===== src/rtl/sound_scheduler.sv =====
// sound_scheduler: fixed-priority voice arbiter driving the sine-table phase accumulator and mute gate.
module sound_scheduler #(
  parameter int COUNT_SIZE = 8,
  parameter int NUM_REQ    = 4,
  parameter int PHASE_W    = 24,
  parameter int STEP_W     = 16,
  parameter int LEN_W      = 8,
  parameter int GAP_TICKS  = 2
) (
  input  logic                      clk,
  input  logic                      resetN,
  input  logic                      tick,
  input  logic                      sample_en,
  input  logic [NUM_REQ-1:0]        req,
  input  logic [NUM_REQ*STEP_W-1:0] step_bus,
  input  logic [NUM_REQ*LEN_W-1:0]  len_bus,
  output logic [COUNT_SIZE-1:0]     ADDR,
  output logic                      sound_on,
  output logic [NUM_REQ-1:0]        grant,
  output logic [NUM_REQ-1:0]        done,
  output logic                      busy
);
  localparam int IW = NUM_REQ > 1 ? $clog2(NUM_REQ) : 1;
  localparam int GW = $clog2(GAP_TICKS + 2);
  typedef enum logic [1:0] {IDLE, PLAY, GAP} state_t;
  state_t state_q, state_d;
  logic [NUM_REQ-1:0] pending_q, pending_d, grant_q, grant_d, done_q, done_d;
  logic [NUM_REQ-1:0] av, win_oh;
  logic [PHASE_W-1:0] phase_q, phase_d;
  logic [STEP_W-1:0] step_q, step_d;
  logic [LEN_W-1:0] len_q, len_d, win_len, act_len;
  logic [GW-1:0] gap_q, gap_d;
  logic [COUNT_SIZE-1:0] addr_q, addr_d, top;
  logic sound_on_q, sound_on_d;
  logic [IW-1:0] win_idx, act_idx;
  logic load, preempt, restart, fin;
  always_comb begin
    av = pending_q | req;
    win_oh = av & (-av);
    win_idx = '0;
    act_idx = '0;
    for (int i = NUM_REQ - 1; i >= 0; i--) begin
      if (av[i]) win_idx = i[IW-1:0];
      if (grant_q[i]) act_idx = i[IW-1:0];
    end
    win_len = len_bus[win_idx*LEN_W +: LEN_W];
    act_len = len_bus[act_idx*LEN_W +: LEN_W];
    preempt = (|av) && (win_oh < grant_q);
    restart = |(req & grant_q);
    fin = tick && (len_q == LEN_W'(1));
    state_d = state_q;
    pending_d = pending_q | req;
    phase_d = phase_q;
    step_d = step_q;
    len_d = len_q;
    gap_d = gap_q;
    grant_d = grant_q;
    done_d = '0;
    load = 1'b0;
    if (state_q == IDLE) load = |av;
    else if (state_q == PLAY) begin
      pending_d = pending_q | (req & ~grant_q);
      if (sample_en) phase_d = phase_q + PHASE_W'(step_q);
      if (tick) len_d = len_q - 1'b1;
      if (preempt) load = 1'b1;
      else if (restart) len_d = (act_len == '0) ? LEN_W'(1) : act_len;
      else if (fin) begin
        done_d = grant_q;
        grant_d = '0;
        if (GAP_TICKS > 0) begin
          state_d = GAP;
          gap_d = GW'(GAP_TICKS);
        end else if (|av) load = 1'b1;
        else state_d = IDLE;
      end
    end else if (tick) begin
      gap_d = gap_q - 1'b1;
      if (gap_q == GW'(1)) state_d = IDLE;
    end
    // Loading a voice restarts its phase and consumes its pending bit.
    if (load) begin
      state_d = PLAY;
      grant_d = win_oh;
      step_d = step_bus[win_idx*STEP_W +: STEP_W];
      len_d = (win_len == '0) ? LEN_W'(1) : win_len;
      phase_d = '0;
      pending_d = pending_d & ~win_oh;
    end
    // The last table entry is unused, so the top address folds down by one.
    top = phase_q[PHASE_W-1 -: COUNT_SIZE];
    addr_d = (state_q == PLAY) ? ((&top) ? top - 1'b1 : top) : '0;
    sound_on_d = state_q == PLAY;
  end
  always_ff @(posedge clk or negedge resetN) begin
    if (!resetN) begin
      state_q <= IDLE;
      pending_q <= '0;
      phase_q <= '0;
      step_q <= '0;
      len_q <= '0;
      gap_q <= '0;
      grant_q <= '0;
      done_q <= '0;
      addr_q <= '0;
      sound_on_q <= 1'b0;
    end else begin
      state_q <= state_d;
      pending_q <= pending_d;
      phase_q <= phase_d;
      step_q <= step_d;
      len_q <= len_d;
      gap_q <= gap_d;
      grant_q <= grant_d;
      done_q <= done_d;
      addr_q <= addr_d;
      sound_on_q <= sound_on_d;
    end
  end
  assign ADDR = addr_q;
  assign sound_on = sound_on_q;
  assign grant = grant_q;
  assign done = done_q;
  assign busy = state_q != IDLE;
endmodule


===== config.mk =====
export PLATFORM = sky130hd
export DESIGN_NAME = sound_scheduler
export DESIGN_NICKNAME = d
export VERILOG_FILES = /design/src/rtl/sound_scheduler.sv
export SDC_FILE = /design/constraint.sdc
export NUM_CORES = 1
export LEC_CHECK = 0
export ABC_AREA = 1
export BUFFER_PORTS_ARGS = -buffer_cell sky130_fd_sc_hd__buf_4
export CAP_MARGIN = 20
export CORE_AREA = 2 2 126 190
export CTS_BUF_LIST = sky130_fd_sc_hd__clkbuf_2
export DETAILED_ROUTE_END_ITERATION = 8
export DIE_AREA = 0 0 128 192
export GPL_ROUTABILITY_DRIVEN = 0
export RECOVER_POWER = 50
export SYNTH_ARGS = -nofsm -noshare
export SYNTH_HDL_FRONTEND = slang
export SYNTH_SLANG_ARGS = --single-unit

===== constraint.sdc =====
create_clock -name clk -period 3.45 [get_ports clk]
set_clock_uncertainty 0.2 [all_clocks]
set_input_delay 0.69 -clock clk [delete_from_list [all_inputs] [get_ports clk]]
set_output_delay 0.69 -clock clk [all_outputs]
set_load 0.03 [all_outputs]

==> Word level (Yosys, flattened, before mapping) <==
Cells that the tools add are included.
{ "totals": {"output_inout_bits": 18, "register_bits": 73} }
{ "classes": {"add_sub_neg": 5, "mux": 49, "shifts": 3, "reduce_logical": 20, "bitwise_logic": 9, "n_eq_ne": 12, "magnitude_cmp": 1} }
{ "op_table": {"columns": ["cell", "n"], "rows": [
  ["2-to-1 mux 24 bit", 4],
  ["2-to-1 mux 8 bit", 10],
  ["variable part select 32 x 6 -> 8 bit", 2],
  ["variable part select 64 x 7 -> 16 bit", 1],
  ["2-to-1 mux 4 bit", 14],
  ["2-to-1 mux 2 bit", 18],
  ["adder 24 x 16 -> 24 bit", 1],
  ["bitwise AND 4 bit", 4],
  ["zero test 8 bit", 2],
  ["subtractor 8 x 1 -> 8 bit (second input constant)", 2],
  ["inequality test 2 bit (second input constant)", 5],
  ["AND reduction 5 bit", 2],
  ["nonzero test 2 bit", 5],
  ["== test 8 x 1 -> 1 bit (second input constant)", 1],
  ["inverter 4 bit", 2],
  ["bitwise OR 4 bit", 2],
  ["AND reduction 8 bit", 1],
  ["OR reduction 4 bit", 2],
  ["inequality test 3 bit (second input constant)", 2],
  ["AND reduction 6 bit", 1],
  ["nonzero test 3 bit", 2],
  ["== test 2 x 1 -> 1 bit (second input constant)", 2],
  ["less-than comparator 4 bit", 1],
  ["negation 4 bit", 1],
  ["9 further kinds", 12]
]} }

==> Depth between registers and ports, before layout <==
{ "depth": {"word_depth": 12, "mapped_depth": 17} }

==> Worst setup path before layout <==
OpenSTA, ideal clock, no wires.
{ "synth_path": {"path_kind": "input-to-reg", "from": "in req[1]", "to": "reg pending_q[1]", "t_arrival_ns": 2.629, "cell_stages": 13, "setup_time_ns": 0.137, "required_ns": 3.113, "slack_ns": 0.484, "path_cell_list": "nor2_1 -> inv_1 -> nand2_2 -> buf_1 -> inv_1 -> ha_1 -> a21oi_1 -> nand2_1 -> nand3_1 -> nand3_2 -> nand2_4 -> clkbuf_1 -> a21oi_1"} }
{ "synth_via": {"elab_chain_cells": 9, "word_cells_on_any_way": 16, "cone_classes": "add/sub: 1; order compare: 1; mux: 6; bitwise: 6; reduce/logical: 2"} }
{ "synth_rtl": {"columns": ["element", "line_no", "source"], "rows": [
  ["start, declared", "14", "input logic [NUM_REQ-1:0] req,"],
  ["bitwise OR 4 bit", "38, 52", null],
  ["negation 4 bit", "39", "win_oh = av & (-av);"],
  ["bitwise AND 4 bit", "39", null],
  ["less-than comparator 4 bit", "48", "preempt = (|av) && (win_oh < grant_q);"],
  ["logical AND 1 bit", "48", null],
  ["2-to-1 mux 1 bit", "65", "if (preempt) load = 1'b1;"],
  ["2-to-1 mux 1 bit", "61", "else if (state_q == PLAY) begin"],
  ["2-to-1 mux 1 bit", "60", "if (state_q == IDLE) load = |av;"],
  ["2-to-1 mux 4 bit (*)", "81", "if (load) begin"],
  ["net pending_d[1]", "27", "logic [NUM_REQ-1:0] pending_q, pending_d, grant_q, grant_d, done_q, done_d;"],
  ["end signal, assigned", "108", "pending_q <= pending_d;"],
  ["end, declared", "27", null]
]} }
The timed path passes the listed nets; every way through them passes the cells marked *.
A chain may end at the register's enable or synchronous reset.

==> Worst setup path after layout <==
{ "layout_path": {"from": "reg pending_q[1]", "to": "reg grant_q[2], in the netlist grant[2]"} }
{ "layout_via": {"elab_chain_cells": 10, "word_cells_on_any_way": 16, "cone_classes": "add/sub: 1; order compare: 1; eq/ne: 3; mux: 4; bitwise: 2; reduce/logical: 5"} }
{ "layout_rtl": {"columns": ["element", "line_no", "source"], "rows": [
  ["bitwise OR 4 bit (*)", "38", "av = pending_q | req;"],
  ["negation 4 bit", "39", null],
  ["bitwise AND 4 bit", "39", null],
  ["less-than comparator 4 bit", "48", null],
  ["logical AND 1 bit", "48", null],
  ["2-to-1 mux 1 bit", "65", null],
  ["2-to-1 mux 1 bit", "61", null],
  ["2-to-1 mux 1 bit", "60", null],
  ["inequality test 2 bit (no source line) / nonzero test 2 bit (equally long branches)", null, null],
  ["AND reduction 5 bit (no source line)", null, null],
  ["end signal, assigned", "113", "grant_q <= grant_d;"],
  ["end, declared", "27", null]
]} }
Every way passes the cells marked *; elsewhere a longest branch is shown, timed or not.

==> results by stage <==
Status:
- The flow ran to the end, but the final reports show violations.
- The final reports fail on max-capacitance violations, max-slew violations.

Clock tree:
- The total clock buffers created by CTS is 9.
- The number of hold buffers added after CTS was 0.
- TritonCTS built the clock tree.
- Clock latency on the worst-skew pair, taken at its later pin, is between 0.5 and 0.6 ns.
- The master cell of the clock root buffer is clkbuf_2.
- The H-tree was split into 3 levels.
- The maximum buffer depth of the clock tree is 2.
- The clock sink count is between 70 and 80.
- The clock transition at the registers of the reported paths is 0.21 ns.
- The setup fix buffers added after clock tree synthesis is 0.
- The number of resized instances in the post-cts repair step is 0.

Floorplan:
- The die boundary height is 192 um.
- In this run the core area contains 68 standard-cell rows.
- The initial utilization of the core area, before any placement, comes to 0.248.
- The full die area is 24600 sq um.
- The core box area is 22800 sq um.
- The number of top-level pins is roughly 120.
- The die width is 128 um.

Critical path:
- The critical-path maximum fanout is 36.
- The end of the critical path is grant[2].
- The setup slack of the worst register-to-register path is 0.66 ns.
- The worst endpoint data arrival time is 3.06 ns.
- The largest stage delay on the critical path is 0.51 ns.
- The launching instance or port of the critical path is pending_q[1].
- The nature of the critical path startpoint is a flop.
- In this run the number of cells on the critical path is 13.
- The signal on the critical path passes through nor2_1 -> inv_1 -> nand2_2 -> inv_1 -> ha_1 -> a21oi_1 -> nand2_1 -> nand3_1 -> nand3_2 -> nand2_4 -> inv_2 -> nand2_1 -> o21ai_0.
- The cell type of the slowest stage on the worst timing path is inv_2.
- The launch point of the worst reg-to-reg path is pending_q[1].
- The critical path class is flop to flop.
- The end of the worst register-to-register path is grant[2].
- The dominant delay contributor by cell family on the critical path is simple AND/OR/NAND/NOR gates.
- The number of buffers and inverters on the critical path is 3.
- The length in cells of the worst reg-to-reg path is 13.
- The worst setup path is captured at a flop.
- The data required time of the worst path is 3.73 ns.

Power:
- The maximum vdd ir drop is 0.000310 V.
- The power density over cell area is slightly above 700 nW/um^2.
- The static leakage power is approximately 3.5 nW.

Timing:
- The number of endpoints with negative hold slack in the final report is 0.
- The final sum of negative setup slack is 0 ns.
- Timing would allow up to 0.359 GHz.
- Setup repair after global routing left no endpoint under its margin.
- Of the available clock period, the critical path in the final layout requires 0.808.
- The worst pin sits at a relative slew slack of -0.242.
- Setup violations remaining at the end of the flow were counted as 0.
- On the final layout, the worst hold slack is 0.250 ns.
- The clock period could shrink to 2.79 ns.
- The worst-margin pin slew is 1.86 ns.
- The final-report max-slew violation count came to 74.

Global route:
- The initial antenna violation count came to 1.
- Entering global routing, the biggest net connects 74 pins.
- The total overflow left after global routing is 0.
- The number of global-route vias before repair was 6201.
- The first global-routing pass estimated approximately 30000 um of wire.
- For this run, the total global-route usage over all layers was measured as 0.151.

Detailed routing:
- The average vias per placed instance is 4.82.
- The iteration count of the initial detailed-routing pass is 5.
- The routed design has 18100 um of wire.
- The number of remaining DRC errors is 0.
- The iteration-0 DRC count of the detailed router is 288.
- The detail-routed net length per standard cell is 14.3 um.
- The final antenna-violating net count is 0.
- The total number of vias is 6132.

Final layout:
- The most common cell after layout, fill and taps aside is nand2_1.
- Leaving out fill and tap cells, the most frequent cells in the layout are nand2_1, buf_4, nand3_1.
- The synthesis-to-finish area growth is 22.1%.
- The number of nets in the layout is about 1100.
- The total non-filler cell area in the finished layout is 6920 sq um.
- The final design utilization is 0.303.
- The final cell count without fillers is about 1300.
- The share of post-route cells with drive strength above 1 is 0.153.

Logic synthesis:
- Synthesis instantiated 41 different standard cells from the library.
- The total of warnings raised by yosys is 0.
- When the netlist entered floorplanning its net count stood at approximately 1000.
- For this run, the register share of the synthesized area comes to 0.322.
- The total of flip-flops plus latches after synthesis is between 70 and 80.
- Synthesis produced a netlist whose cell count is 875.
- The area of the mapped netlist is between 5000 and 6000 sq um.
- Dividing the synthesized area by the synthesized cell count gives 6.47 sq um.

Placement:
- The number of buffer cells added on primary ports is about 120.
- The total instance count after detailed placement is 1258.
- The placed wire-length estimate after detailed placement is 14200 um.
- The standard cell area after detailed placement is 6880 sq um.

Flow run:
- Max-cap violations in this run came to 1.

Min path:
- The path class of the lowest-slack min-delay path is input pin to flop.
- The number of instances on the worst hold path is 3.
[routing by layer]
layer / wire [um] / GRT usage
met1: 7670 / 0.174
met2: 9160 / 0.273
met3: 621 / 0.0175
met5: 0 / 0
met4: 674 / 0.0735
[cell usage after synthesis]
cell type / n / area (sq um)
clkbuf_1: 13 / 48.8
nor2_1: 94 / 353
inv_2: 1 / 3.75
nand2_2: 3 / 18.8
o211ai_1: 4 / 30.0
inv_1: 70 / 263
a21boi_0: 1 / 7.51
nor4_1: 1 / 6.26
xor2_1: 5 / 43.8
buf_1: 1 / 3.75
nor2_2: 3 / 18.8
xnor2_1: 9 / 78.8
dfrtp_1: 73 / 1830
a31oi_1: 2 / 12.5
o21ai_0: 62 / 310
nor3_1: 11 / 55.1
nor3b_1: 1 / 7.51
nand3_1: 112 / 561
or2_2: 1 / 6.26
buf_2: 10 / 50.1
mux2i_1: 1 / 10.0
o31a_1: 1 / 8.76
o311a_1: 1 / 10.0
a211o_1: 1 / 8.76
nand3_2: 1 / 10.0
o22ai_1: 22 / 138
nand2_1: 279 / 1050
o31ai_1: 2 / 15.0
a21o_1: 3 / 22.5
nor2_4: 1 / 11.3
ha_1: 22 / 275
buf_6: 1 / 11.3
a21oi_4: 1 / 16.3
buf_4: 5 / 37.5
nand3b_1: 4 / 30.0
nand2_4: 1 / 11.3
a21oi_1: 24 / 120
o21ai_1: 10 / 50.1
nand4_1: 16 / 100
fa_1: 1 / 20.0
a211oi_1: 1 / 7.51
[area by class of cell]
cell class | instances | area, sq um
timing repair buffer | 133 | 993
clock inverter | 3 | 12.5
tap | 280 | 350
inverter | 71 | 267
antenna | 1 | 2.50
fill | 2556 | 15900
multi-input combinational | 701 | 3420
sequential | 73 | 1830
clock buffer | 9 | 45.0
[where the power goes]
group          internal (mW)  leakage [nW]  switching, mW
Sequential              1.12         0.935          0.203
Clock                 0.0736        0.0444          0.298
Combinational           1.08          2.53           2.12
[state kept, by name, indices dropped and copies added, names as in the netlist]
name,cells
ADDR,8
len_q,8
state_q,2
grant,4
phase_q,24
done,4
pending_q,4
step_q,16
gap_q,2
sound_on,1
[per-stage QoR]
step           setup WS, ns  power (mW)
2_1_floorplan         0.484        3.68
3_3_place_gp          0.316        4.54
3_5_place_dp          0.278        4.56
4_1_cts               0.662        4.95
5_1_grt               0.377        5.46
6_report              0.664        4.89
[worst min-delay path, stage by stage]
cell,delay [ns]
buf_4,0.16
nand3_1,0.09
nand2_1,0.05
[worst min path at each step]
stage,from,slack [ns],end
finish,sample_en,0.25,phase_q[1]
global route,sample_en,0.21,phase_q[14]
CTS,resetN,0.07,len_q[0]
detailed placement,step_q[0],0.27,step_q[0]
global placement,phase_q[0],0.26,phase_q[0]
floorplan,resetN,0.19,ADDR[0]
[kinds of logic (layout without fill, tap and decap cells)]
group,Yosys count,count (layout),share of synthesized area
simple gates,528,528,0.395
compound gates,135,135,0.134
buf+inv,101,216,0.0738
flops,73,73,0.322
fa+ha+maj,23,23,0.0521
xor+xnor,14,14,0.0216
mux,1,1,0.00177
other cells,0,1,0
Note: power is estimated with default switching activity, not from simulation.
